`config.mk`:
```
export PLATFORM = sky130hd
export DESIGN_NAME = key_round_timer
export DESIGN_NICKNAME = d
export VERILOG_FILES = /design/src/rtl/key_timer_pkg.sv /design/src/rtl/key_sub_counter.sv /design/src/rtl/key_round_timer.sv
export SDC_FILE = /design/constraint.sdc
export NUM_CORES = 1
export LEC_CHECK = 0
export BUFFER_PORTS_ARGS = -buffer_cell sky130_fd_sc_hd__buf_2
export CORE_MARGIN = 2
export CORE_UTILIZATION = 48
export CTS_CLUSTER_SIZE = 25
export DETAILED_ROUTE_END_ITERATION = 8
export HOLD_SLACK_MARGIN = 0.02
export PLACE_DENSITY = 0.73
export SYNTH_ARGS = -nofsm -noshare
export SYNTH_HDL_FRONTEND = slang
export SYNTH_SLANG_ARGS = --single-unit
```
`constraint.sdc`:
```
create_clock -name clk -period 3.3 [get_ports clk]
set_clock_uncertainty 0.05 [all_clocks]
set_input_delay 0.66 -clock clk [delete_from_list [all_inputs] [get_ports clk]]
set_output_delay 0.66 -clock clk [all_outputs]
set_load 0.01 [all_outputs]
```
`src/rtl/key_timer_pkg.sv`:
```
// Shared types and round-count lookup for the AES key-schedule round sequencer.
package key_timer_pkg;

    typedef enum logic [1:0] {
        IDLE = 2'b00,
        RUN  = 2'b01,
        DONE = 2'b10
    } key_state_e;

    typedef enum logic [1:0] {
        AES128 = 2'b00,
        AES192 = 2'b01,
        AES256 = 2'b10,
        RSVD   = 2'b11
    } key_mode_e;

    localparam int unsigned ROUNDS_AES128 = 10;
    localparam int unsigned ROUNDS_AES192 = 12;
    localparam int unsigned ROUNDS_AES256 = 14;

    // RSVD maps to 0; the caller rejects it before the value is ever used.
    function automatic int unsigned rounds_for_mode(input key_mode_e mode);
        case (mode)
            AES128:  return ROUNDS_AES128;
            AES192:  return ROUNDS_AES192;
            AES256:  return ROUNDS_AES256;
            default: return 0;
        endcase
    endfunction

endpackage

```
`src/rtl/key_sub_counter.sv`:
```
// Sub-cycle counter: counts 0..rollover_val while enabled, flags the last count as wrap.
module key_sub_counter #(
    parameter int SUB_BITS = 4
) (
    input  logic                clk,
    input  logic                n_rst,
    input  logic                clear,
    input  logic                enable,
    input  logic [SUB_BITS-1:0] rollover_val,
    output logic [SUB_BITS-1:0] count,
    output logic                wrap
);

    assign wrap = enable && (count == rollover_val);

    always_ff @(posedge clk or negedge n_rst) begin
        if (!n_rst) begin
            count <= '0;
        end else if (clear) begin
            count <= '0;
        end else if (enable) begin
            count <= wrap ? '0 : count + SUB_BITS'(1);
        end
    end

endmodule

```
`src/rtl/key_round_timer.sv`:
```
// Run-time selectable AES-128/192/256 round sequencer with stall, abort and
// a start/busy/done handshake; emits one strobe per completed round.
module key_round_timer
    import key_timer_pkg::*;
#(
    parameter int CYCLES_PER_ROUND = 1,
    parameter int SUB_BITS         = 4,
    parameter int IDX_BITS         = 4
) (
    input  logic                clk,
    input  logic                n_rst,
    input  logic                key_start,
    input  logic [1:0]          key_mode,
    input  logic                key_stall,
    input  logic                key_abort,
    output logic                key_busy,
    output logic                round_strobe,
    output logic [IDX_BITS-1:0] round_idx,
    output logic                key_done,
    output logic                mode_err,
    output logic [1:0]          state_dbg,
    output logic [SUB_BITS-1:0] sub_dbg
);

    // Handshake: key_start is a one-cycle request honoured only in IDLE; key_busy
    // rises the next cycle and stays high through DONE; key_done pulses once in DONE.
    key_state_e          state;
    logic [IDX_BITS-1:0] nrounds;
    logic                sub_clear;
    logic                sub_enable;
    logic                sub_wrap;

    assign sub_clear  = key_abort || (state != RUN);
    assign sub_enable = (state == RUN) && !key_stall && !key_abort;

    key_sub_counter #(
        .SUB_BITS(SUB_BITS)
    ) u_sub (
        .clk         (clk),
        .n_rst       (n_rst),
        .clear       (sub_clear),
        .enable      (sub_enable),
        .rollover_val(SUB_BITS'(CYCLES_PER_ROUND - 1)),
        .count       (sub_dbg),
        .wrap        (sub_wrap)
    );

    assign round_strobe = sub_wrap;
    assign state_dbg    = state;

    always_ff @(posedge clk or negedge n_rst) begin
        if (!n_rst) begin
            state     <= IDLE;
            nrounds   <= '0;
            round_idx <= '0;
            key_busy  <= 1'b0;
            key_done  <= 1'b0;
            mode_err  <= 1'b0;
        end else begin
            key_done <= 1'b0;
            mode_err <= 1'b0;
            if (key_abort) begin
                state     <= IDLE;
                round_idx <= '0;
                key_busy  <= 1'b0;
            end else begin
                case (state)
                    IDLE: begin
                        if (key_start) begin
                            if (key_mode == RSVD) begin
                                mode_err <= 1'b1;
                            end else begin
                                nrounds   <= IDX_BITS'(rounds_for_mode(key_mode_e'(key_mode)));
                                round_idx <= IDX_BITS'(1);
                                key_busy  <= 1'b1;
                                state     <= RUN;
                            end
                        end
                    end
                    RUN: begin
                        // sub_wrap is already suppressed by stall, so rounds only advance on real progress.
                        if (sub_wrap) begin
                            if (round_idx == nrounds) begin
                                state    <= DONE;
                                key_done <= 1'b1;
                            end else begin
                                round_idx <= round_idx + IDX_BITS'(1);
                            end
                        end
                    end
                    DONE: begin
                        state     <= IDLE;
                        round_idx <= '0;
                        key_busy  <= 1'b0;
                    end
                    default: begin
                        state     <= IDLE;
                        round_idx <= '0;
                        key_busy  <= 1'b0;
                    end
                endcase
            end
        end
    end

endmodule

```
==> summary.md, run 1 <==
Type of the most critical hold path: input port to asynchronous set/reset pin. Compared with the post-synthesis result, the final layout area differs by 18.5%. The net switching share of the total power works out to 0.263. The complex-gate fraction of the synthesized area was 0.0798. The cell area power density is 393 nW/um^2, and the final clock period utilization by the worst path is 0.715.

The final-report max-slew violation count is 0. Among all stages on the critical path, the largest delay is contributed by sky130_fd_sc_hd__dfrtp_1. For the worst setup path, the data arrival time is 1.65 ns. The total track usage was 0.167. The number of global-route vias before repair was 579. The synthesized netlist occupies a cell area of 878 sq um. For the total iterations of the first detailed-routing run, the log shows 4.

The effective utilization at floorplan is 0.509. The share of post-route cells with drive strength above 1 works out to 0.266. The family with the most delay on the worst path was simple AND/OR/NAND/NOR gates. Once the clock tree was built, the setup fixing pass inserted 0 buffers.

The tools report the fmax as 424 MHz. After detailed routing, the average wire length per cell comes to 11.4 um. The floorplan step set the die height to 46.8 um. For the final-report hold violation count, the log shows 0. Walking the worst path, the cells encountered are inv_1 > ha_1 > nand2b_4 > or3_4 > nor2_1 > buf_2. At the worst endpoint, the required time is 2.59 ns. Entering global routing, the biggest net connects 17 pins. The longest individual stage delay on the worst path was 0.44 ns. During placement, the flow inserted port buffers numbering 20. Setup violations remaining at the end of the flow were counted as 0. The tree is rooted in a sky130_fd_sc_hd__clkbuf_4. The simple-gate share of the synthesized area was 0.279. In this run the worst path has a maximum fanout of 6.

Summed over all layers, the global routing overflow is 0. The fraction of power consumed by sequential logic is 0.540. Setup repair after global routing left no endpoint under its margin. After clock tree synthesis, the flow added hold-fix buffers numbering 0. TritonCTS created 3 clock buffers. For this block, the initial DRC count from the detailed router was 11. The post-route minimum period was 2.36 ns. The logs give 86 for the cell count after synthesis and 1730 sq um for the core footprint. The kind of end point of the critical path was an output port. Type of the setup path with the least slack: flop to output port.

The cell row count is 15. The critical path contains buffers and inverters numbering 2 combined. The remaining antenna violation count after routing was 0. Dividing the detail-routed via count by the number of cells gives 5.09. Clock latency on the worst-skew pair, taken at its later pin, is 0.29 ns. The total of flip-flops plus latches after synthesis was 16; the average size of a mapped cell was 10.2 sq um. The final HPWL from detailed placement is 1.21 mm, and the placer's final routability congestion estimate is 0.814. The die span in x is 46.8 um, and the leakage power is 0.547 nW. Number of buffers between clock root and the deepest sink: 2.

The transition time of the tightest slew-check pin was 0.924 ns; the sequential cell area fraction in the yosys report was 0.456. TritonCTS built the clock tree. The run gives 0.302 mW as the internal power contribution. After synthesis, the largest family of logic cells by area is simple AND/OR/NAND/NOR gates.

In this run, distinct cell masters in the synthesized netlist total 28. The run finished with clean final reports. The layout has 156 filler cells. Wire length reported by the detailed router: 1.53 mm. The post-synthesis share of cell area spent on full adders, half adders and majority gates came out at 0.0855. For this run, the number of Yosys warnings is 0. The tools report the total of cells resized after clock tree synthesis as 0. The run gives 0.143 as the portion of total power attributed to combinational logic. The worst-case IR drop observed on VDD is 0.272 mV. Final core utilization: 0.603.

Yosys mapped a number of flops with a built-in enable equal to 0. The async set-reset flop share out of synthesis is 1.00, and the via total after detailed routing is 682. The analysis attributes to net switching a power of 0.107 mW. 21 I/O pins were placed. The number of antenna violations at the first check in global routing is 0. The max-slew headroom at the worst pin is 0.378. For the total power, the log shows 0.409 mW. The setup TNS after final layout came out at 0 ns. Post-layout net count: 123. The logs give 16 for the total number of clock tree sinks and 0 for the antenna diode count. The xor/xnor cell area share of the yosys netlist was 0.0399.

The logs give 0.318 for the share of total power in the clock network and 2.56 mm for the wire length of the first global-routing pass. STA classifies the critical path startpoint as a flop. The die outline area was 2190 sq um. The most used flip-flop cell after synthesis is sky130_fd_sc_hd__dfrtp_1.

The remaining routing DRC violations was 0; the mux cell area share after synthesis was 0.0370. The number of violations of the max-capacitance limit is 0, and the total nets after synthesis is 99. The CTS clock-pin slew for the worst setup and hold paths is 0.10 ns. The number of H-tree branching levels is 1.
cell usage in the layout (no fill, tap or decap), types with 3 or more instances in the layout:
cell,instances
sky130_fd_sc_hd__buf_2,20
sky130_fd_sc_hd__dfrtp_1,16
sky130_fd_sc_hd__nand2_1,10
sky130_fd_sc_hd__nor2_1,7
sky130_fd_sc_hd__ha_1,6
sky130_fd_sc_hd__o21ai_0,5
sky130_fd_sc_hd__inv_1,4
sky130_fd_sc_hd__xor2_1,4
sky130_fd_sc_hd__nand3_1,4
sky130_fd_sc_hd__nor3_1,3
sky130_fd_sc_hd__and3_1,3
sky130_fd_sc_hd__nor2b_1,3
sky130_fd_sc_hd__clkbuf_4,3
sequential cells by signal, summed over array words and instances, names as in the netlist:
name	flops
mode_err	1
round_idx	4
key_done	1
state_dbg	2
u_sub.count	4
nrounds	3
key_busy	1
cell type report:
| type | instances | area, sq um | area share |
|---|---|---|---|
| Clock buffer | 4 | 36.3 | 0.0349 |
| Inverter | 4 | 15.0 | 0.0144 |
| Multi-Input combinational cell | 65 | 458 | 0.440 |
| Sequential cell | 16 | 400 | 0.385 |
| Tap cell | 25 | 31.3 | 0.0300 |
| Timing Repair Buffer | 20 | 100 | 0.0962 |
metal layers:
layer | GRT usage | vias to the layer above | routed length, um
met5 | 0 | - | 0
met4 | 0.0667 | 0 | 20
met3 | 0.0346 | 2 | 53
met2 | 0.247 | 13 | 679
met1 | 0.240 | 316 | 779
li1 | - | 351 | -
synthesized netlist by cell type, drive strengths merged, types with 2 or more instances:
cell | instances | area, sq um
dfrtp | 16 | 400
nand2b | 2 | 20.0
ha | 6 | 75.1
nor3 | 3 | 15.0
nand3 | 4 | 20.0
xor2 | 4 | 35.0
and3 | 3 | 18.8
nor2 | 7 | 26.3
or4 | 2 | 15.0
o211ai | 2 | 15.0
nand2 | 10 | 37.5
o21ai | 5 | 25.0
inv | 4 | 15.0
mux2 | 2 | 22.5
nand4b | 2 | 17.5
nor2b | 3 | 18.8
power by group through the flow:
| stage | combinational (mW) | clock [mW] | sequential [mW] |
|---|---|---|---|
| 6_report | 0.0584 | 0.130 | 0.221 |
| 5_1_grt | 0.0681 | 0.142 | 0.223 |
| 4_1_cts | 0.0596 | 0.134 | 0.221 |
| 3_5_place_dp | 0.0594 | 0 | 0.225 |
| 3_3_place_gp | 0.0578 | 0 | 0.224 |
| 2_1_floorplan | 0.0344 | 0 | 0.226 |
final timing paths:
check | slack [ns] | startpoint | cells past startpoint | to
max | 0.94 | u_sub.count[0] | 6 | round_strobe
min | 0.21 | n_rst | 1 | state_dbg[1]
max reg2reg | 1.40 | round_idx[2] | 4 | round_idx[1]
min reg2reg | 0.43 | key_busy | 2 | key_busy
max in group asynchronous | 2.73 | n_rst | 1 | round_idx[3]
min in group clk | 0.43 | key_busy | 2 | key_busy
kinds of logic (layout without fill, tap and decap cells):
logic type	count (synthesis)	count (layout)
buffers and inverters	5	28
XOR/XNOR	4	4
AND/OR/NAND/NOR	41	41
flip-flops	16	16
multiplexers	3	3
adder cells (fa/ha/maj)	6	6
AO/OA/AOI/OAI	11	11
stage by stage:
| step | hold WS [ns] | setup WS (ns) | area, sq um | instances |
|---|---|---|---|---|
| 3_5_place_dp | 0.410 | 1.04 | 1000 | 130 |
| 3_3_place_gp | 0.405 | 1.05 | 1000 | 130 |
| 2_1_floorplan | 0.314 | 1.26 | 878 | 86 |
| 4_1_cts | 0.224 | 0.920 | 1040 | 134 |
| 6_report | 0.210 | 0.940 | 1040 | 134 |
| 5_1_grt | 0.239 | 0.822 | 1040 | 134 |
(Power assumes the default switching activity.)
==> inputs of run 2 (changes only) <==
--- a/config.mk
+++ b/config.mk
@@ -5,6 +5,7 @@
 export SDC_FILE = /design/constraint.sdc
 export NUM_CORES = 1
 export LEC_CHECK = 0
+export ABC_AREA = 1
 export BUFFER_PORTS_ARGS = -buffer_cell sky130_fd_sc_hd__buf_2
 export CORE_MARGIN = 2
 export CORE_UTILIZATION = 48
==> constraint.sdc (replaced) <==
create_clock -name clk -period 2.2 [get_ports clk]
set_clock_uncertainty 0.05 [all_clocks]
set_input_delay 0.44 -clock clk [delete_from_list [all_inputs] [get_ports clk]]
set_output_delay 0.44 -clock clk [all_outputs]
set_load 0.01 [all_outputs]
==> run 2 against run 1 <==
Register-to-register slack lost 0.71 ns. Core utilization rose by 0.51 points. Critical path depth is the same. Synthesized area up 0.85%. First-iteration DRC count rose by 18%. Global-route usage rose by 2.6 points. Routed wire length is 14% higher. Flip-flop and latch count unchanged. Combinational power rose by 130%. Cell count up 16%. Setup slack worse by 0.58 ns. Largest cell class unchanged. Largest power group unchanged.
==> summary.md, run 2 <==
The run finished with clean final reports. Type of the setup path with the least slack: flop to output port. The post-synthesis share of cell area spent on full adders, half adders and majority gates was 0.0847; the number of violations of the max-capacitance limit was 0.

The top-level port count is 21, and the complex-gate fraction of the synthesized area is 0.0579. The final-report hold violation count is 0, and the leakage power is 0.586 nW. Across the VDD grid, the largest voltage drop is 0.291 mV.

Data on the critical path arrives at its endpoint at 1.35 ns. The critical path goes through inv_2 > nand2_2 > nor2_4 > nand2_1 > nor2_1 > buf_2. The CTS clock-pin slew for the worst setup and hold paths was 0.09 ns; the height of the chip was 47.0 um. The first global-routing pass estimated 2.88 mm of wire. The die outline area was 2210 sq um. The top cell types in the final layout, fill and taps aside, are 23 x sky130_fd_sc_hd__nand2_1, 20 x sky130_fd_sc_hd__buf_2, 16 x sky130_fd_sc_hd__inv_1, 16 x sky130_fd_sc_hd__dfrtp_1, 10 x sky130_fd_sc_hd__nand3_1. The average size of a mapped cell was 8.28 sq um.

The final-report max-slew violation count is 0. The worst setup path is launched from a flop. The logs give 0.513 for the effective utilization at floorplan and 152 for the cell total after placement. For the pin with the worst max-slew slack, the measured transition is 0.357 ns.

The xor/xnor cell area share of the yosys netlist is 0.0494, and the mux cell area share after synthesis is 0. The tree is rooted in a sky130_fd_sc_hd__clkbuf_4. Remaining antenna violation count after routing: 0. The run gives 0.586 ns as the worst slack after detailed placement. For the number of buffers between clock root and the deepest sink, the log shows 2. The fraction of synthesized cell area taken by the top area cell type is 0.452. The global-route congestion overflow total is 0, and the cell area power density is 595 nW/um^2.

The run gives 691 as the number of global-route vias before repair. Summing every instance area after synthesis gives 886 sq um. The multi-input combinational cells in the finished layout cover a total of 418 sq um.

At the later pin of the worst-skew pair, clock insertion delay measures 0.28 ns. Along the worst path, the maximum fanout reaches 9. In the synthesized netlist, the number of instances is 107.

Combinational family with the most area after synthesis: simple AND/OR/NAND/NOR gates. Leaving out fill and tap cells, the most frequent cell in the layout is sky130_fd_sc_hd__nand2_1. Adding up every negative setup slack in the final design gives 0 ns. The tools report the number of setup violations in the final report as 0. The final core utilization is 0.608, and the number of distinct standard cells referenced by the synthesized netlist is 19. The post-route minimum period works out to 1.84 ns.

For the worst setup path, the data required time is 1.71 ns. The number of H-tree branching levels came out at 1. Async set-reset flop share out of synthesis: 1.00.

In the final layout, the registers with the most flip-flops are round_idx: 4 flops, u_sub.count: 4 flops, nrounds: 3 flops. The sequential cell area fraction in the yosys report was 0.452; the antenna diode count was 0. After layout, the worst setup slack is 0.362 ns. Setup repair after global routing left no endpoint under its margin. Static timing analysis puts the maximum clock frequency at 544 MHz. The final layout contains routed wiring with a total length of 1.75 mm. The worst setup path is captured at an output port.

The simple-gate share of the synthesized area was 0.280. The number of antenna violations at the first check in global routing was 0. Before antenna repair, the detailed router went through 4 iterations. After synthesis, the cell types taking the most area are sky130_fd_sc_hd__dfrtp_1 45%, sky130_fd_sc_hd__nand2_1 9.7%, sky130_fd_sc_hd__ha_1 8.5%.

The layout has 174 filler cells. The run gives 1730 sq um as the core footprint. The min-delay analysis places its worst path in the category input port to flop. Entering global routing, the biggest net connects 17 pins.

The total number of clock tree sinks is 16. Number of buffer cells added on primary ports: 20. The final worst hold slack was 0.348 ns; the die span in x was 47.0 um. The synthesized design contains 16 register bits. The relative area change from synthesis to final layout came out at 18.5%.

Largest area contributor in the synthesized netlist: sky130_fd_sc_hd__dfrtp_1. The number of vias per cell after detailed routing came out at 4.87. The leading register cell type out of synthesis was sky130_fd_sc_hd__dfrtp_1. The logs give 0.193 for the total track usage and 0 for the number of setup buffers added after CTS.

The logs give 3 for the clock buffer count from CTS and 156 for the number of cells in the finished layout apart from fillers. Final clock period utilization by the worst path: 0.835. By count the netlist is led by 23 x sky130_fd_sc_hd__nand2_1, 16 x sky130_fd_sc_hd__dfrtp_1, 16 x sky130_fd_sc_hd__inv_1, 10 x sky130_fd_sc_hd__nand3_1, 8 x sky130_fd_sc_hd__nor2_1. The largest single stage delay on the critical path is 0.42 ns. For the max-slew headroom at the worst pin, the log shows 0.762. The most common cell in the synthesized netlist was sky130_fd_sc_hd__nand2_1. TritonCTS built the clock tree.

In the final design database the tool counted 146 nets. Counting every net in the synthesized netlist gives 120. The detailed router finished its first iteration with 13 violations. The HPWL after detailed placement is 1.41 mm. Across the whole layout, storage elements account for 400 sq um.

Yosys mapped a number of flops with a built-in enable equal to 0. The logs give 760 for the via total after detailed routing and 0.822 for the placer's final routability congestion estimate. In the routed design, unresolved DRC markers number 0. In the final routed layout, each cell accounts on average for 11.2 um. The tools report the cell row count as 15. The count of synthesis-stage warnings from yosys was 0. Share of post-route cells with drive strength above 1: 0.252. On the critical path, the stage with the largest delay is an instance of sky130_fd_sc_hd__dfrtp_1.
## run 2: repair_timing
item / CTS / global route
hold endpoints to repair: 16 / 0
gates resized for setup: 0 / 0
hold buffers: 1 / 0
## run 2: report_power, final
group / switching (mW) / internal [mW]
registers: 0.0224 / 0.316
clock network: 0.0878 / 0.0636
logic: 0.0855 / 0.0490
## run 2: per-stage QoR
stage | total power, mW | cell area [sq um]
2_1_floorplan | 0.429 | 886
3_3_place_gp | 0.474 | 1020
3_5_place_dp | 0.480 | 1020
4_1_cts | 0.632 | 1050
5_1_grt | 0.669 | 1050
6_report | 0.625 | 1050
## run 2: cell type report
| type | instances | share of cell area |
|---|---|---|
| multi-input combinational | 73 | 0.398 |
| sequential | 16 | 0.381 |
| timing repair buffer | 21 | 0.105 |
| tap | 25 | 0.0298 |
| inverter | 18 | 0.0644 |
| clock buffer | 3 | 0.0215 |
## run 2: kinds of logic (layout without fill, tap and decap cells)
group,count (synthesis),count (layout)
compound gates,9,9
xor+xnor,5,5
fa+ha+maj,6,6
buf+inv,18,42
flops,16,16
simple gates,53,53
## run 2: routing by layer
| metal | part of all wire | global-route usage | up-vias |
|---|---|---|---|
| met5 | 0 | 0 | - |
| met4 | 0.025 | 0.117 | 0 |
| met3 | 0.035 | 0.0231 | 5 |
| met2 | 0.50 | 0.334 | 19 |
| met1 | 0.44 | 0.226 | 352 |
| li1 | - | - | 384 |
## run 2: worst paths after layout
path,endpoint,startpoint,slack (ns),cells past startpoint
max,round_strobe,state_dbg[1],0.36,6
min,mode_err,key_start,0.35,3
max reg2reg,round_idx[2],u_sub.count[0],0.69,9
min reg2reg,key_busy,key_busy,0.44,2
max in group asynchronous,u_sub.count[1],n_rst,1.30,2
min in group asynchronous,u_sub.count[3],n_rst,0.54,2
## run 2: worst max-delay path, delay by kind of cell, from the launching register on
family	cells	cell delay, ns
DFF	1	0.42
buffers and inverters	2	0.19
and+or+nand+nor	4	0.46
==> inputs of run 3 (changes only) <==
--- a/config.mk
+++ b/config.mk
@@ -5,7 +5,7 @@
 export SDC_FILE = /design/constraint.sdc
 export NUM_CORES = 1
 export LEC_CHECK = 0
-export ABC_AREA = 1
+export ABC_AREA = 0
 export BUFFER_PORTS_ARGS = -buffer_cell sky130_fd_sc_hd__buf_2
 export CORE_MARGIN = 2
 export CORE_UTILIZATION = 48
==> constraint.sdc (replaced) <==
create_clock -name clk -period 1.7 [get_ports clk]
set_clock_uncertainty 0.05 [all_clocks]
set_input_delay 0.34 -clock clk [delete_from_list [all_inputs] [get_ports clk]]
set_output_delay 0.34 -clock clk [all_outputs]
set_load 0.01 [all_outputs]
==> run 3 against run 2 <==
The run now ends with setup timing left. Largest power group unchanged. Highest routed layer unchanged. Setup slack got worse by 0.57 ns. Register-to-register slack got worse by 0.62 ns. Combinational power fell by 7%. Cell count fell by 7.7%.
==> summary.md, run 3 (synthesis results as in run 1) <==
The logs give 0.0500 ns for the worst slack after detailed placement and 17 for the maximum number of pins on one net before global-route repair. For the worst setup path, the data arrival time is 1.52 ns. The checks that failed: setup timing. In the layout the commonest cells are 20 x sky130_fd_sc_hd__buf_2, 15 x sky130_fd_sc_hd__dfrtp_1, 10 x sky130_fd_sc_hd__nand2_1, 9 x sky130_fd_sc_hd__buf_4, 7 x sky130_fd_sc_hd__nor2_1.

The tools report the number of global-route vias before repair as 660. The setup slack after layout is -0.210 ns, and the total number of clock tree sinks is 16. The max-slew headroom at the worst pin is 0.761, and the number of DRC violations after detailed-routing iteration 0 is 12.

TritonCTS created 3 clock buffers. The switching power came out at 0.206 mW. Detailed placement ended at an HPWL of 1.38 mm.

The net switching share of the total power came out at 0.271. The run gives 0 as the final-report hold violation count. The tools report the number of setup violations in the final report as 1. The transition time of the tightest slew-check pin is 0.358 ns.

The finished cells cover 1120 sq um. For this run the aggregate overflow at the end of global routing stands at 0. The effective utilization at floorplan came out at 0.509. The tools report the placer's final routability congestion estimate as 0.743. The startpoint identified for the worst hold timing path is key_start. Share of post-route cells with drive strength above 1: 0.345. Dividing total power by cell area gives a power density of 677 nW/um^2.

The average routed wire per standard cell works out to 12.1 um. The floorplan step defined a die boundary enclosing 2190 sq um. The run gives 0.191 as the total track usage.

Setup repair after global routing could not meet its margin everywhere. Placed instance area: 1080 sq um. The total iterations of the first detailed-routing run was 4. The startpoint of the worst-slack reg-to-reg timing path was u_sub.count[1]. The tools report the cell total after placement as 139. The category of the worst setup path launch point was a flop. After clock tree synthesis, the clock-pin slew on the worst setup and hold paths is 0.09 ns. For the worst setup path, the data required time is 1.31 ns. STA classifies the critical path endpoint as an output port. The final clock period utilization by the worst path is 1.12, and the final worst hold slack is 0.274 ns. In this run the clock root is driven by a sky130_fd_sc_hd__clkbuf_4. The tools report the number of cells in the finished layout apart from fillers as 144. Fraction of power consumed by sequential logic: 0.565. For the worst flop-to-flop path, the logic depth is 6. The core footprint is 1730 sq um.

For the share of total power in the clock network, the log shows 0.270. The first global-routing pass estimated 2.96 mm of wire. Measured along the x axis, the die boundary spans 46.8 um. The min-delay analysis places its worst path in the category input port to flop.

Number of violations of the max-capacitance limit: 0. TritonCTS built the clock tree. The path with the worst hold slack has its endpoint at mode_err.

The clock passes through at most 2 buffers. Top-level port count: 21. The tools report the peak supply drop as 0.470 mV.

The relative area change from synthesis to final layout is 27.8%. The run finished, with violations left. In this run the worst path has a maximum fanout of 4. Summing internal, switching and leakage power gives 0.760 mW. The worst hold path passes through 2 cells. For the worst-skew pair, the clock arrives at the later sink with an insertion delay of 0.28 ns. The tools report the via total after detailed routing as 731. The portion of total power attributed to combinational logic came out at 0.166. Leaving out fill and tap cells, the most frequent cell in the layout is sky130_fd_sc_hd__buf_2. After detailed routing, the number of vias per cell comes to 5.08. The floorplan has 15 rows. The internal power of the cells totals 0.554 mW. The number of antenna violations at the first check in global routing was 0; the remaining antenna violation count after routing was 0. The number of H-tree branching levels came out at 1. Post-route minimum period: 1.91 ns. The largest registers in the layout are round_idx: 4 flops, u_sub.count: 4 flops, nrounds: 3 flops.

The final-report max-slew violation count came out at 0. The type of the setup path with the least slack is flop to output port. In the routed design, unresolved DRC markers number 0.

Summed over all cells, the static leakage comes to 0.592 nW. Setup slack on the worst reg-to-reg path comes out at 0.07 ns. The number of buffer cells added on primary ports is 20. For this run, the post-layout net count is 133. For this run, the top clock speed supported by timing is 524 MHz. The wire length reported by the detailed router was 1.74 mm. In this run the critical register-to-register path is captured at round_idx[0]. For the antenna diode count, the log shows 0.

The height of the chip came out at 46.8 um.
## run 3: cell count changes in the layout (fill, tap and decap cells not counted), sizes merged, moves of 2 or more
cell    change
nand4b      +2
mux2        +2
nor2b       +3
or4         +2
o211ai      +2
and3        +3
o21ai       -3
nand3       -7
inv        -14
nor2        -4
buf         +9
nand2      -16
nand2b      +2
## run 3: cell type report
class / count / area (sq um)
fillers: 144 / 604
flip-flops and latches: 16 / 402
clock buffers: 4 / 26.3
inverters: 4 / 15.0
well taps: 25 / 31.3
multi-input cells: 65 / 470
repair buffers: 30 / 178
## run 3: worst max-delay path: stages, from the launching register on
cell	delay, ns
sky130_fd_sc_hd__dfrtp_1	0.40
sky130_fd_sc_hd__inv_2	0.08
sky130_fd_sc_hd__ha_4	0.15
sky130_fd_sc_hd__nand2b_4	0.06
sky130_fd_sc_hd__or3_4	0.34
sky130_fd_sc_hd__nor2_1	0.08
sky130_fd_sc_hd__buf_2	0.13
## run 3: metal layers
layer / vias up / GRT usage / wire, um / share of wire
li1: 370 / - / - / -
met1: 341 / 0.290 / 904 / 0.52
met2: 18 / 0.268 / 750 / 0.43
met3: 2 / 0.0346 / 68 / 0.039
met4: 0 / 0.0722 / 14 / 0.0081
met5: - / 0 / 0 / 0
## run 3: through the flow
| step | TNS, ns | utilization |
|---|---|---|
| after floorplan | 0 | - |
| after global placement | 0 | 0.623 |
| after detailed placement | 0 | 0.623 |
| after CTS | -0.216 | 0.650 |
| after global routing | -0.290 | 0.650 |
| final | -0.210 | 0.650 |
## run 3: how the worst max path moves through the flow
stage / end / slack [ns] / start / depth (start not counted)
after detailed placement: round_idx[0] / 0.05 / u_sub.count[0] / 6
final: round_strobe / -0.21 / u_sub.count[1] / 6
after CTS: round_strobe / -0.22 / u_sub.count[1] / 6
after global routing: round_strobe / -0.29 / u_sub.count[1] / 6
after global placement: round_strobe / 0.07 / u_sub.count[0] / 6
after floorplan: round_idx[0] / 0.03 / u_sub.count[1] / 6
## run 3: repair_timing
action,in CTS,in global routing
endpoints found under the setup margin,1,2
hold buffers,1,0
resized for setup,3,1
gates cloned,0,0
buffers inserted,0,0
hold endpoints to repair,16,0
## run 3: power by group through the flow
stage	clock, mW	sequential (mW)	combinational [mW]
finish	0.205	0.429	0.126
global route	0.222	0.434	0.144
CTS	0.208	0.429	0.128
detailed placement	0	0.437	0.125
global placement	0	0.435	0.123
floorplan	0	0.438	0.0670
